## config.mk

```make
export PLATFORM = sky130hd
export DESIGN_NAME = apb_slave_bridge_flat
export DESIGN_NICKNAME = d
export VERILOG_FILES = /design/src/rtl/apb_slave_bridge_if.sv /design/src/rtl/apb_slave_bridge.sv /design/src/flat_wrapper.sv
export SDC_FILE = /design/constraint.sdc
export NUM_CORES = 1
export LEC_CHECK = 0
export ABC_AREA = 1
export BUFFER_PORTS_ARGS = -buffer_cell sky130_fd_sc_hd__buf_2
export CORE_UTILIZATION = 30
export DETAILED_ROUTE_END_ITERATION = 10
export PLACE_DENSITY_LB_ADDON = 0.15
export SETUP_SLACK_MARGIN = 0.4
export SLEW_MARGIN = 20
export SYNTH_ARGS = -nofsm -noshare
export SYNTH_HDL_FRONTEND = slang
export SYNTH_SLANG_ARGS = --single-unit
```

## constraint.sdc

```tcl
create_clock -name clk_i -period 2.4 [get_ports clk_i]
set_input_delay 0.36 -clock clk_i [delete_from_list [all_inputs] [get_ports clk_i]]
set_output_delay 0.36 -clock clk_i [all_outputs]
set_load 0.02 [all_outputs]
```

## src/rtl/apb_slave_bridge_if.sv

```systemverilog
// apb_slave_bridge_if: APB request/response bundle between a bus master and the bridge
//   request : psel_i, penable_i, pwrite_i, pstrb_i[MAX_DIM], pwdata_i[BUS_WIDTH], paddr_i[ADDR_WIDTH]
//   response: pready_o, pslverr_o, prdata_o[BUS_WIDTH]
interface apb_slave_bridge_if #(
  parameter int ADDR_WIDTH = 32,
  parameter int BUS_WIDTH  = 64,
  parameter int MAX_DIM    = 4
);
  logic                  psel_i;
  logic                  penable_i;
  logic                  pwrite_i;
  logic [MAX_DIM-1:0]    pstrb_i;
  logic [BUS_WIDTH-1:0]  pwdata_i;
  logic [ADDR_WIDTH-1:0] paddr_i;
  logic                  pready_o;
  logic                  pslverr_o;
  logic [BUS_WIDTH-1:0]  prdata_o;
  modport master (
    output psel_i, penable_i, pwrite_i, pstrb_i, pwdata_i, paddr_i,
    input  pready_o, pslverr_o, prdata_o
  );
  modport slave (
    input  psel_i, penable_i, pwrite_i, pstrb_i, pwdata_i, paddr_i,
    output pready_o, pslverr_o, prdata_o
  );
endinterface

```

## src/rtl/apb_slave_bridge.sv

```systemverilog
// apb_slave_bridge: APB slave that scatters/gathers bus words into two operand stores and holds a control register
//   clk_i, rst_ni          : clock, asynchronous active-low reset
//   apb (slave modport)    : APB request/response
//   *_a_o / read_data_a_i  : operand A store port (sync read, one-cycle latency); *_b_* likewise for B
//   busy_i, start_o, ctrl_o: engine busy, one-cycle start pulse, control register
module apb_slave_bridge #(
  parameter int DATA_WIDTH  = 32,
  parameter int BUS_WIDTH   = 64,
  parameter int ADDR_WIDTH  = 32,
  parameter int MAX_DIM     = 4,
  parameter int MATRIX_SIZE = 16
) (
  input  logic                  clk_i,
  input  logic                  rst_ni,
  apb_slave_bridge_if.slave     apb,
  output logic [DATA_WIDTH-1:0] write_data_a_o,
  output logic [ADDR_WIDTH-1:0] addr_a_o,
  output logic                  write_en_a_o,
  input  logic [DATA_WIDTH-1:0] read_data_a_i,
  output logic [DATA_WIDTH-1:0] write_data_b_o,
  output logic [ADDR_WIDTH-1:0] addr_b_o,
  output logic                  write_en_b_o,
  input  logic [DATA_WIDTH-1:0] read_data_b_i,
  input  logic                  busy_i,
  output logic                  start_o,
  output logic [BUS_WIDTH-1:0]  ctrl_o
);
  localparam int N  = BUS_WIDTH / DATA_WIDTH;
  localparam int KW = $clog2(N + 2);
  typedef enum logic [1:0] {IDLE, XFER, RESP} state_e;
  state_e                state_q, state_d;
  logic [KW-1:0]         k_q, k_d;
  logic [1:0]            region_q, region_d;
  logic [3:0]            base_q, base_d;
  logic                  wr_q, wr_d, err_q, err_d, start_q, start_d;
  logic [MAX_DIM-1:0]    strb_q, strb_d;
  logic [BUS_WIDTH-1:0]  wdata_q, wdata_d, rdata_q, rdata_d, ctrl_q, ctrl_d;
  logic [1:0]            region_in;
  logic [3:0]            base_in;
  logic                  t0, bad, act, we, unused_bits;
  logic [DATA_WIDTH-1:0] wd, rd_sel;
  logic [ADDR_WIDTH-1:0] addr;
  assign region_in   = apb.paddr_i[7:6];
  assign base_in     = apb.paddr_i[5:2];
  assign t0          = state_q == IDLE && apb.psel_i && apb.penable_i;
  assign bad         = region_in == 2'd3 || (region_in == 2'd0 && base_in != 4'd0) ||
                       int'(base_in) + N > MATRIX_SIZE || (apb.pwrite_i && busy_i);
  assign rd_sel      = region_q == 2'd1 ? read_data_a_i : read_data_b_i;
  assign unused_bits = ^{apb.paddr_i[ADDR_WIDTH-1:8], apb.paddr_i[1:0], strb_q};
  always_comb begin
    state_d  = state_q;
    k_d      = k_q;
    region_d = region_q;
    base_d   = base_q;
    wr_d     = wr_q;
    strb_d   = strb_q;
    wdata_d  = wdata_q;
    err_d    = err_q;
    rdata_d  = rdata_q;
    ctrl_d   = ctrl_q;
    start_d  = 1'b0;
    unique case (state_q)
      IDLE: if (t0) begin
        region_d = region_in;
        base_d   = base_in;
        wr_d     = apb.pwrite_i;
        strb_d   = apb.pstrb_i;
        wdata_d  = apb.pwdata_i;
        err_d    = bad;
        k_d      = '0;
        rdata_d  = (region_in == 2'd0 && !apb.pwrite_i && !bad) ? {ctrl_q[BUS_WIDTH-1:2], busy_i, 1'b0} : '0;
        if (region_in == 2'd0 && apb.pwrite_i && !bad) begin
          ctrl_d  = {apb.pwdata_i[BUS_WIDTH-1:2], 2'b00};
          start_d = apb.pwdata_i[0];
        end
        state_d  = (bad || region_in == 2'd0) ? RESP : XFER;
      end
      XFER: begin
        k_d = k_q + 1'b1;
        // read data lags its address by one cycle, so cycle k lands element k-1
        for (int i = 0; i < N; i++)
          if (!wr_q && k_q == KW'(i + 1)) rdata_d[i*DATA_WIDTH +: DATA_WIDTH] = rd_sel;
        if (k_q == KW'(wr_q ? N - 1 : N)) state_d = RESP;
      end
      RESP: state_d = IDLE;
      default: state_d = IDLE;
    endcase
  end
  always_ff @(posedge clk_i or negedge rst_ni) begin
    if (!rst_ni) begin
      state_q  <= IDLE;
      k_q      <= '0;
      region_q <= '0;
      base_q   <= '0;
      wr_q     <= 1'b0;
      strb_q   <= '0;
      wdata_q  <= '0;
      err_q    <= 1'b0;
      rdata_q  <= '0;
      ctrl_q   <= '0;
      start_q  <= 1'b0;
    end else begin
      state_q  <= state_d;
      k_q      <= k_d;
      region_q <= region_d;
      base_q   <= base_d;
      wr_q     <= wr_d;
      strb_q   <= strb_d;
      wdata_q  <= wdata_d;
      err_q    <= err_d;
      rdata_q  <= rdata_d;
      ctrl_q   <= ctrl_d;
      start_q  <= start_d;
    end
  end
  always_comb begin
    wd = '0;
    we = 1'b0;
    for (int i = 0; i < N; i++)
      if (k_q == KW'(i)) begin
        wd = wdata_q[i*DATA_WIDTH +: DATA_WIDTH];
        we = strb_q[i];
      end
  end
  assign act            = state_q == XFER && k_q < KW'(N);
  assign addr           = act ? ADDR_WIDTH'(base_q) + ADDR_WIDTH'(k_q) : '0;
  assign addr_a_o       = region_q == 2'd1 ? addr : '0;
  assign addr_b_o       = region_q == 2'd2 ? addr : '0;
  assign write_data_a_o = (act && region_q == 2'd1 && wr_q) ? wd : '0;
  assign write_data_b_o = (act && region_q == 2'd2 && wr_q) ? wd : '0;
  assign write_en_a_o   = act && wr_q && we && region_q == 2'd1;
  assign write_en_b_o   = act && wr_q && we && region_q == 2'd2;
  assign apb.pready_o   = state_q == RESP;
  assign apb.pslverr_o  = state_q == RESP && err_q;
  assign apb.prdata_o   = state_q == RESP ? rdata_q : '0;
  assign start_o        = start_q;
  assign ctrl_o         = ctrl_q;
endmodule

```

## src/flat_wrapper.sv

```systemverilog
// flat-port wrapper written by rule: the top's interface ports become plain ports
module apb_slave_bridge_flat 
#(
  parameter int DATA_WIDTH  = 32,
  parameter int BUS_WIDTH   = 64,
  parameter int ADDR_WIDTH  = 32,
  parameter int MAX_DIM     = 4,
  parameter int MATRIX_SIZE = 16
)
  (clk_i, rst_ni, write_data_a_o, addr_a_o, write_en_a_o, read_data_a_i, write_data_b_o, addr_b_o, write_en_b_o, read_data_b_i, busy_i, start_o, ctrl_o, apb_psel_i, apb_penable_i, apb_pwrite_i, apb_pstrb_i, apb_pwdata_i, apb_paddr_i, apb_pready_o, apb_pslverr_o, apb_prdata_o);
  apb_slave_bridge_if #(.ADDR_WIDTH(ADDR_WIDTH), .BUS_WIDTH(BUS_WIDTH), .MAX_DIM(MAX_DIM)) apb_i ();
  input  logic clk_i;
  input  logic rst_ni;
  output logic [DATA_WIDTH-1:0] write_data_a_o;
  output logic [ADDR_WIDTH-1:0] addr_a_o;
  output logic write_en_a_o;
  input  logic [DATA_WIDTH-1:0] read_data_a_i;
  output logic [DATA_WIDTH-1:0] write_data_b_o;
  output logic [ADDR_WIDTH-1:0] addr_b_o;
  output logic write_en_b_o;
  input  logic [DATA_WIDTH-1:0] read_data_b_i;
  input  logic busy_i;
  output logic start_o;
  output logic [BUS_WIDTH-1:0] ctrl_o;
  input wire logic [$bits(apb_i.psel_i)-1:0] apb_psel_i;
  input wire logic [$bits(apb_i.penable_i)-1:0] apb_penable_i;
  input wire logic [$bits(apb_i.pwrite_i)-1:0] apb_pwrite_i;
  input wire logic [$bits(apb_i.pstrb_i)-1:0] apb_pstrb_i;
  input wire logic [$bits(apb_i.pwdata_i)-1:0] apb_pwdata_i;
  input wire logic [$bits(apb_i.paddr_i)-1:0] apb_paddr_i;
  output wire logic [$bits(apb_i.pready_o)-1:0] apb_pready_o;
  output wire logic [$bits(apb_i.pslverr_o)-1:0] apb_pslverr_o;
  output wire logic [$bits(apb_i.prdata_o)-1:0] apb_prdata_o;
  assign apb_i.psel_i = apb_psel_i;
  assign apb_i.penable_i = apb_penable_i;
  assign apb_i.pwrite_i = apb_pwrite_i;
  assign apb_i.pstrb_i = apb_pstrb_i;
  assign apb_i.pwdata_i = apb_pwdata_i;
  assign apb_i.paddr_i = apb_paddr_i;
  assign apb_pready_o = apb_i.pready_o;
  assign apb_pslverr_o = apb_i.pslverr_o;
  assign apb_prdata_o = apb_i.prdata_o;
  apb_slave_bridge #(.DATA_WIDTH(DATA_WIDTH), .BUS_WIDTH(BUS_WIDTH), .ADDR_WIDTH(ADDR_WIDTH), .MAX_DIM(MAX_DIM), .MATRIX_SIZE(MATRIX_SIZE)) u_core (.clk_i(clk_i), .rst_ni(rst_ni), .apb(apb_i), .write_data_a_o(write_data_a_o), .addr_a_o(addr_a_o), .write_en_a_o(write_en_a_o), .read_data_a_i(read_data_a_i), .write_data_b_o(write_data_b_o), .addr_b_o(addr_b_o), .write_en_b_o(write_en_b_o), .read_data_b_i(read_data_b_i), .busy_i(busy_i), .start_o(start_o), .ctrl_o(ctrl_o));
endmodule
```

# [After elaboration in Yosys (flattened, before gate mapping)]
# Index checks and enable logic that the tools add are counted.
[word_totals] in_bits=170 output_inout_bits=261 reg_bits=205
[op_classes] magnitude_cmp=2 muxes=26 add_sub_neg=3 eq_ne=12 reduce_logical=38
[ops] cell="32-bit 2-to-1 mux" count=10
[ops] cell="64-bit 2-to-1 mux" count=3
[ops] cell="64-bit one-hot mux with 2 select lines" count=1
[ops] cell="32-bit by 6-bit greater-than comparator with 1-bit output, second input constant" count=1
[ops] cell="1-bit logical AND" count=20
[ops] cell="2-bit 2-to-1 mux" count=5
[ops] cell="3-bit AND reduction" count=3
[ops] cell="2-bit equality test, second input constant" count=4
[ops] cell="2-bit by 1-bit inequality test with 1-bit output, second input constant" count=4
[ops] cell="2-bit one-hot mux with 2 select lines" count=2
[ops] cell="2-bit by 1-bit equality test with 1-bit output, second input constant" count=3
[ops] cell="2-bit logical NOT" count=3
[ops] cell="2-bit AND reduction" count=3
[ops] cell="4-bit by 2-bit adder with 5-bit output" count=1
[ops] cell="4-bit by 2-bit adder with 5-bit output, second input constant" count=1
[ops] cell="1-bit 2-to-1 mux" count=5
[ops] cell="1-bit logical OR" count=4
[ops] cell="4-bit nonzero test" count=1
[ops] cell="1-bit logical NOT" count=3
[ops] cell="2-bit by 1-bit adder with 2-bit output, second input constant" count=1
[ops] cell="2-bit equality test" count=1
[ops] cell="2-bit < comparator, second input constant" count=1
[ops] cell="2-bit nonzero test" count=1

# [Depth between registers and ports, before layout]
# Gate-level depths: netlist (run 1).
[logic_depth] word_depth=10 ltp_mapped=11 depth_no_buf=9

# [Worst setup path before layout (run 1)]
# OpenSTA, ideal clock, no wires.
[synth_path] path_kind="reg-to-output" from="register u_core.k_q[1]" to="output write_data_a_o[10]" required_ps=2040 path_stages_with_launch=8 arrival_time_ps=1763 setup_slack_ps=277 n_path_buf=2 path_cell_list="dfrtp_1 -> inv_1 -> ha_1 -> buf_2 -> nor2_1 -> buf_2 -> a22oi_1 -> nor2_1"
[synth_via] elab_chain_cells=5 elab_cells_between_ends=9
[synth_rtl] element="start, declared" line="apb_slave_bridge.sv:32" source="logic [KW-1:0] k_q, k_d;"
[synth_rtl] element="start signal, assigned" line="apb_slave_bridge.sv:104" source="k_q <= k_d;"
[synth_rtl] element="2-bit < comparator" line="apb_slave_bridge.sv:125" source="assign act = state_q == XFER && k_q < KW'(N);"
[synth_rtl] element="1-bit logical AND" line="apb_slave_bridge.sv:125"
[synth_rtl] element="1-bit logical AND (2 in a row)" line="apb_slave_bridge.sv:129" source="assign write_data_a_o = (act && region_q == 2'd1 && wr_q) ? wd : '0;"
[synth_rtl] element="32-bit 2-to-1 mux (*)" line="apb_slave_bridge.sv:129"
[synth_rtl] element="end, declared" line="flat_wrapper.sv:14" source="output logic [DATA_WIDTH-1:0] write_data_a_o;"
# Mark *: on every way between the ends. The rest lies on a longest branch, timed or not.

# [Worst setup path after layout (run 1)]
[layout_path] from="register u_core.k_q[0]" to="output write_data_a_o[5]"
# Same word-level chain as after synthesis.

==> results.yml, run 1 <==
detailed_routing:
  detail_route.wirelength_mm: 44.3
  avg_vias_per_cell: 4.47
  detailedRoute.firstIterationViolations: 616
  route.met2.wl_mm: 20.5
  dr.max_layer_used: "met4"
  wl_per_cell_microns: 18.0
  route.antenna.remaining_nets: 0
  count_of_vias_placed_by_the_detailed_router: 10974
  m1WireLength_mm: 20.4
  routed-wl-met3_mm: 2.48
  detail_route.first_pass.iterations: 5
  post-route-drc-count: 0
worst_setup_path:
  data_arrival_time_of_the_worst_path_ns: 2.10
  cp_cell_sequence: "buf_6 -> ha_4 -> nor2_4 -> buf_6 -> buf_16 -> a22oi_2 -> nor2_1 -> buf_4"
  worst-setup-path-type: "flop to primary output"
  r2r.worst_path.cells: 11
  worst-path-buf-inv: 4
  worst_path_dominant_cell_family: "buffers and inverters"
  critical_path_depth: 8
  cp_slowest_stage_delay_ns: 0.46
  required_time_of_the_worst_setup_path_ns: 2.04
  startpoint_type: "flop"
  critical_path.slowest_cell: "sky130_fd_sc_hd__dfrtp_2"
  timing.critical_path.fanout_max: 8
  critical_path.endpoint_type: "primary output"
  crit_path_frequent_cell: "sky130_fd_sc_hd__buf_6"
timing:
  period_share: 1.02
  time_the_final_worst_path_needs_with_i_o_delays_and_setup_ns: 2.46
  maxSlewViolCount: 0
  achievable_freq_mhz: 407
  timing.final.setup_violations: 34
  skew_ns: 0.0153
  setup-tns-final_ns: -0.620
  final_hold_viol_count: 0
  worstMarginPinSlew_ns: 0.524
  grt_setup_unrepaired: "true"
  postLayoutSetupSlackWorst_ns: -0.0559
  slew-limit-headroom: 0.651
floorplanning:
  die-area_sq_um: 39000
  die_w_microns: 198
  core_area_sq_um: 37700
  die_h_microns: 198
  initial_core_util: 0.305
  io_pins: 431
  row_count: 71
power:
  power_frac_clock: 0.206
  max-vdd-ir-drop_uv: 490
  power.internal_mw: 10.7
  comb_power_share: 0.473
  power_mw: 18.7
  cellLeakagePower_nw: 8.84
  power_frac_seq: 0.322
  power_switching_share: 0.429
  power_switching_mw: 8.03
  power_density_nw_per_um2: 1090
global_routing:
  overflow: 0
  maximum_number_of_pins_on_one_net_before_global_route_repair: 103
  grt_antenna_before_repair: 2
  first_global_vias: 9998
  grt_pass1_wl_mm: 62.4
  grt_use_total: 0.212
yosys:
  synth.area.top_cells: "sky130_fd_sc_hd__dfrtp_1 45%, sky130_fd_sc_hd__inv_1 10%, sky130_fd_sc_hd__nor2_1 8.9%"
  synth.area.mux_share: 0
  synth.ff_latch_count: 205
  postSynthAreaPerCell_sq_um: 7.39
  synth_compound_area_frac: 0.140
  netlist.area_leader.share: 0.447
  yosys_warnings: 0
  synth_area_sq_um: 11500
  area_fraction_in_and_or_nand_and_nor_cells_after_synthesis: 0.216
  ys_seq_area_frac: 0.447
  yosysTopAreaCell: "sky130_fd_sc_hd__dfrtp_1"
  yosys.cell_types.count: 31
  synthAdderAreaFrac: 0.00829
  synthesized_area_fraction_occupied_by_xor_and_xnor_cells: 0.000763
  combinational_family_with_the_most_area_after_synthesis: "simple AND/OR/NAND/NOR gates"
  synth_cells: 1553
final_layout:
  final.fill_count: 3845
  design.final.nets: 2106
  core_util_final: 0.454
  mostFrequentLayoutCells: "297 x sky130_fd_sc_hd__inv_1, 236 x sky130_fd_sc_hd__nand2_1, 212 x sky130_fd_sc_hd__buf_2"
  ff_latch_area_sq_um: 5130
  final_common_cell: "sky130_fd_sc_hd__inv_1"
  drive_above_1_share: 0.354
  multi_input_gate_area_in_the_final_layout_sq_um: 5410
  post-route-cell-area_sq_um: 17100
  area_growth_pct: 49.1
min_path:
  min_path_type: "input pin to flop"
  min_path_cells: 3
clock_tree:
  clock_tree.buffer_depth: 3
  cts_tree: "done"
  cts_made_buffers: 25
  clock_tree.htree_level_count: 1
  cts.root.buffer_cell: "sky130_fd_sc_hd__clkbuf_16"
  clock_insertion_delay_worst_skew_ns: 0.52
  path_clk_slew_ns: 0.06
  clock-sinks: 205
place:
  gp_congestion: 0.871
  pre_cts_ws_ns: 0.358
  buffer_ports.inserted: 346
  placed_area_sq_um: 13500
  detailed_place_hpwl_mm: 28.0
outcome:
  failed_checks: "negative setup slack"
  run_status: "finished with violations"
flow_run:
  max-cap-violations: 0
what timing repair did:
action,4_1_cts,5_1_grt
buffers inserted,21,19
hold buffers,1,0
gates resized for setup,414,125
endpoints found under the hold margin,52,0
gates cloned,13,12
setup endpoints to repair,141,257
pin swaps,37,35
power by group through the flow:
stage               registers, mW  logic (mW)  clock network [mW]
floorplan                    5.98        4.05                   0
global placement             5.88        6.31                   0
detailed placement           5.92        6.37                   0
CTS                          5.94        8.40                3.94
global route                 6.21        9.67                4.09
finish                       6.02        8.85                3.85
cell families (layout without fill, tap and decap cells):
family,Yosys count,in the layout
compound gates,266,266
xor+xnor,1,1
fa+ha+maj,7,7
buf+inv,456,791
flops,205,205
other cells,1,58
simple gates,617,618
metal layers:
metal	track usage	up-vias
met5	0	-
met2	0.331	347
li1	-	5393
met4	0.0497	0
met1	0.306	5189
met3	0.0326	45
synth_stat cells (all sizes together):
library cell and n:
inv 308, nor2 276, nand2 263, dfrtp 205, o21ai 135, buf 114, nand3 70, a21oi 65
clkbuf 34, a22oi 33, o211ai 32, ha 6, nor3 5, nor4 2, conb 1, fa 1
nand4 1, o22ai 1, xor2 1
state kept, by name, summed over array words and instances, names as in the netlist:
register and cells:
u_core.err_q 1, u_core.rdata_q 64, u_core.ctrl_o 62, u_core.wr_q 1, u_core.strb_q 2, u_core.state_q 2, u_core.base_q 4, u_core.wdata_q 64
u_core.k_q 2, u_core.region_q 2, u_core.start_o 1
through the flow:
step           hold slack [ns]  cells
3_5_place_dp             0.342   2347
4_1_cts                 0.0412   2424
3_3_place_gp             0.337   2347
5_1_grt                 0.0468   2457
6_report                0.0597   2457
2_1_floorplan           0.0644   1608
tightest hold or removal path: cells and delay by family:
kind | cells | cell delay, ns
buf+inv | 1 | 0.09
simple gates | 2 | 0.10
layout make-up:
type | instances | area share
antenna | 2 | 0.000293
timing repair buffer | 438 | 0.225
tap | 511 | 0.0374
multi-input combinational | 948 | 0.317
clock inverter | 10 | 0.00768
inverter | 308 | 0.0693
sequential | 205 | 0.300
timing repair inverter | 3 | 0.00366
clock buffer | 32 | 0.0399
worst paths after layout:
check                           slack (ns)                 end               from
worst max-delay path                 -0.06   write_data_a_o[5]      u_core.k_q[0]
worst min-delay path                  0.06    u_core.strb_q[1]     apb_pstrb_i[1]
worst max register to register        0.41   u_core.ctrl_o[21]  u_core.state_q[1]
worst min register to register        0.48    u_core.strb_q[0]   u_core.strb_q[0]
max in group asynchronous             1.28  u_core.region_q[0]             rst_ni
min in group asynchronous             0.36  u_core.rdata_q[43]             rst_ni
Note: power is estimated with default switching activity, not from simulation.
==> run 2, diff against run 1 <==
CORE_AREA = 2 2 169 171   (was unset)
CORE_UTILIZATION = unset   (was 30)
CTS_BUF_LIST = sky130_fd_sc_hd__clkbuf_8   (was unset)
DIE_AREA = 0 0 171 173   (was unset)
==> results.yml, run 2 (same netlist as run 1, synthesis figures left out) <==
floorplanning:
  die_h_microns: 173
  core_area_sq_um: 27600
  die_w_microns: 171
  row_count: 61
  die-area_sq_um: 29600
  initial_core_util: 0.415
  io_pins: 431
final_layout:
  drive_above_1_share: 0.326
  mostFrequentLayoutCells: "313 x sky130_fd_sc_hd__inv_1, 256 x sky130_fd_sc_hd__nand2_1, 204 x sky130_fd_sc_hd__dfrtp_1"
  post-route-cell-area_sq_um: 16200
  final_common_cell: "sky130_fd_sc_hd__inv_1"
  core_util_final: 0.585
  final.fill_count: 2615
  design.final.nets: 2089
  area_growth_pct: 40.9
timing:
  slew-limit-headroom: 0.537
  time_the_final_worst_path_needs_with_i_o_delays_and_setup_ns: 2.44
  timing.final.setup_violations: 12
  maxSlewViolCount: 0
  skew_ns: 0.0218
  worstMarginPinSlew_ns: 0.695
  postLayoutSetupSlackWorst_ns: -0.0366
  achievable_freq_mhz: 410
  final_hold_viol_count: 0
  period_share: 1.02
  grt_setup_unrepaired: "true"
clock_tree:
  clock_tree.htree_level_count: 2
  clock_tree.buffer_depth: 3
  cts_made_buffers: 38
  clock-sinks: 205
  cts_tree: "done"
  cts.root.buffer_cell: "sky130_fd_sc_hd__clkbuf_8"
  path_clk_slew_ns: 0.06
  clock_insertion_delay_worst_skew_ns: 0.54
min_path:
  timing.hold.worst.start: "apb_pstrb_i[0]"
  hold_end: "u_core.strb_q[0]"
  min_path_cells: 3
  min_path_type: "input pin to flop"
worst_setup_path:
  timing.rr.end: "u_core.ctrl_o[15]"
  critical_path.endpoint_type: "primary output"
  cp_cell_sequence: "ha_4 -> fa_2 -> inv_2 -> nor3_2 -> buf_4"
  crit-reg2reg-launch: "u_core.state_q[0]"
  cp_slowest_stage_delay_ns: 0.52
  worst-setup-path-type: "flop to primary output"
  r2r.worst_path.cells: 9
  ff2ff_setup_slack_ns: 0.52
  data_arrival_time_of_the_worst_path_ns: 2.08
  worst-path-buf-inv: 2
  critical_path.slowest_cell: "sky130_fd_sc_hd__fa_2"
  worst_path_dominant_cell_family: "adder cells"
  timing.critical_path.fanout_max: 4
  required_time_of_the_worst_setup_path_ns: 2.04
  startpoint_type: "flop"
global_routing:
  grt_pass1_wl_mm: 59.5
  overflow: 0
  grt_antenna_before_repair: 6
  maximum_number_of_pins_on_one_net_before_global_route_repair: 96
  grt_use_total: 0.260
  first_global_vias: 10361
place:
  gp_congestion: 0.893
  detailed_place_hpwl_mm: 26.4
  buffer_ports.inserted: 346
  placed_area_sq_um: 13300
power:
  max-vdd-ir-drop_uv: 544
  cellLeakagePower_nw: 8.57
  power_density_nw_per_um2: 1090
detailed_routing:
  detail_route.wirelength_mm: 38.8
  wl_per_cell_microns: 16.7
  detail_route.first_pass.iterations: 5
  count_of_vias_placed_by_the_detailed_router: 10920
  avg_vias_per_cell: 4.71
  route.antenna.remaining_nets: 0
  detailedRoute.firstIterationViolations: 781
  post-route-drc-count: 0
outcome:
  run_status: "finished with violations"
  failed_checks: "negative setup slack"
flow_run:
  max-cap-violations: 0
run 2: cell count changes in the layout (fill, tap and decap cells not counted), moves of 10 or more:
cell | before | now
sky130_fd_sc_hd__nand2_1 | 236 | 256
sky130_fd_sc_hd__o21ai_2 | 12 | 0
sky130_fd_sc_hd__buf_4 | 81 | 92
sky130_fd_sc_hd__buf_6 | 96 | 78
sky130_fd_sc_hd__inv_1 | 297 | 313
sky130_fd_sc_hd__clkbuf_16 | 33 | 0
sky130_fd_sc_hd__clkbuf_8 | 3 | 45
sky130_fd_sc_hd__nand2_2 | 12 | 2
run 2: worst max path at each step:
stage / from / end / slack [ns] / depth (start not counted)
5_1_grt: u_core.k_q[0] / addr_b_o[1] / -0.12 / 5
4_1_cts: u_core.k_q[0] / write_data_b_o[2] / -0.05 / 9
3_3_place_gp: u_core.k_q[0] / write_data_a_o[1] / 0.34 / 8
3_5_place_dp: u_core.k_q[0] / write_data_a_o[1] / 0.30 / 8
6_report: u_core.k_q[0] / addr_b_o[1] / -0.04 / 5
2_1_floorplan: u_core.k_q[1] / write_data_a_o[12] / 0.35 / 7
run 2: area by class of cell:
type	count	area (sq um)	share of cell area
Multi-Input combinational cell	947	5240	0.324
Sequential cell	205	5130	0.317
Timing Repair Buffer	411	3400	0.210
Inverter	308	1180	0.0728
Clock buffer	45	619	0.0383
Tap cell	378	473	0.0293
Clock inverter	19	86.3	0.00534
Timing Repair inverter	1	30.0	0.00186
Antenna cell	4	10.0	0.000619
run 2: per-layer routing:
metal	up-vias	GRT usage	wire, microns
met5	-	0	13
met4	2	0.0756	901
met3	60	0.0371	2460
met2	416	0.409	18000
met1	5078	0.373	17300
li1	5364	-	-
run 2: report_power, final:
| part | leakage [nW] | internal (mW) | switching, mW |
|---|---|---|---|
| clock | 0.417 | 1.70 | 1.50 |
| combinational | 5.59 | 3.28 | 5.13 |
| sequential | 2.57 | 4.90 | 1.08 |
| total | 8.57 | 9.88 | 7.71 |
run 2: per-stage QoR:
stage	instances	TNS [ns]	total power, mW	hold WS (ns)	setup WS, ns
floorplan	1608	0	10.0	0.0644	0.347
global placement	2214	0	11.9	0.379	0.341
detailed placement	2214	0	12.1	0.376	0.304
CTS	2309	-0.636	17.5	0.0202	-0.0454
global route	2318	-5.31	18.8	0.0428	-0.117
finish	2318	-0.0908	17.6	0.0497	-0.0366
run 2: tightest hold or removal path, cell delays in order:
cell	delay, ns
sky130_fd_sc_hd__buf_2	0.08
sky130_fd_sc_hd__nand2_1	0.05
sky130_fd_sc_hd__nand2_1	0.05
run 2: what timing repair did:
item,CTS,global route
hold buffers,1,0
setup buffers,20,5
resized for setup,429,27
endpoints found under the setup margin,141,198
endpoints found under the hold margin,65,0
cloned,10,0
pin swaps,54,39
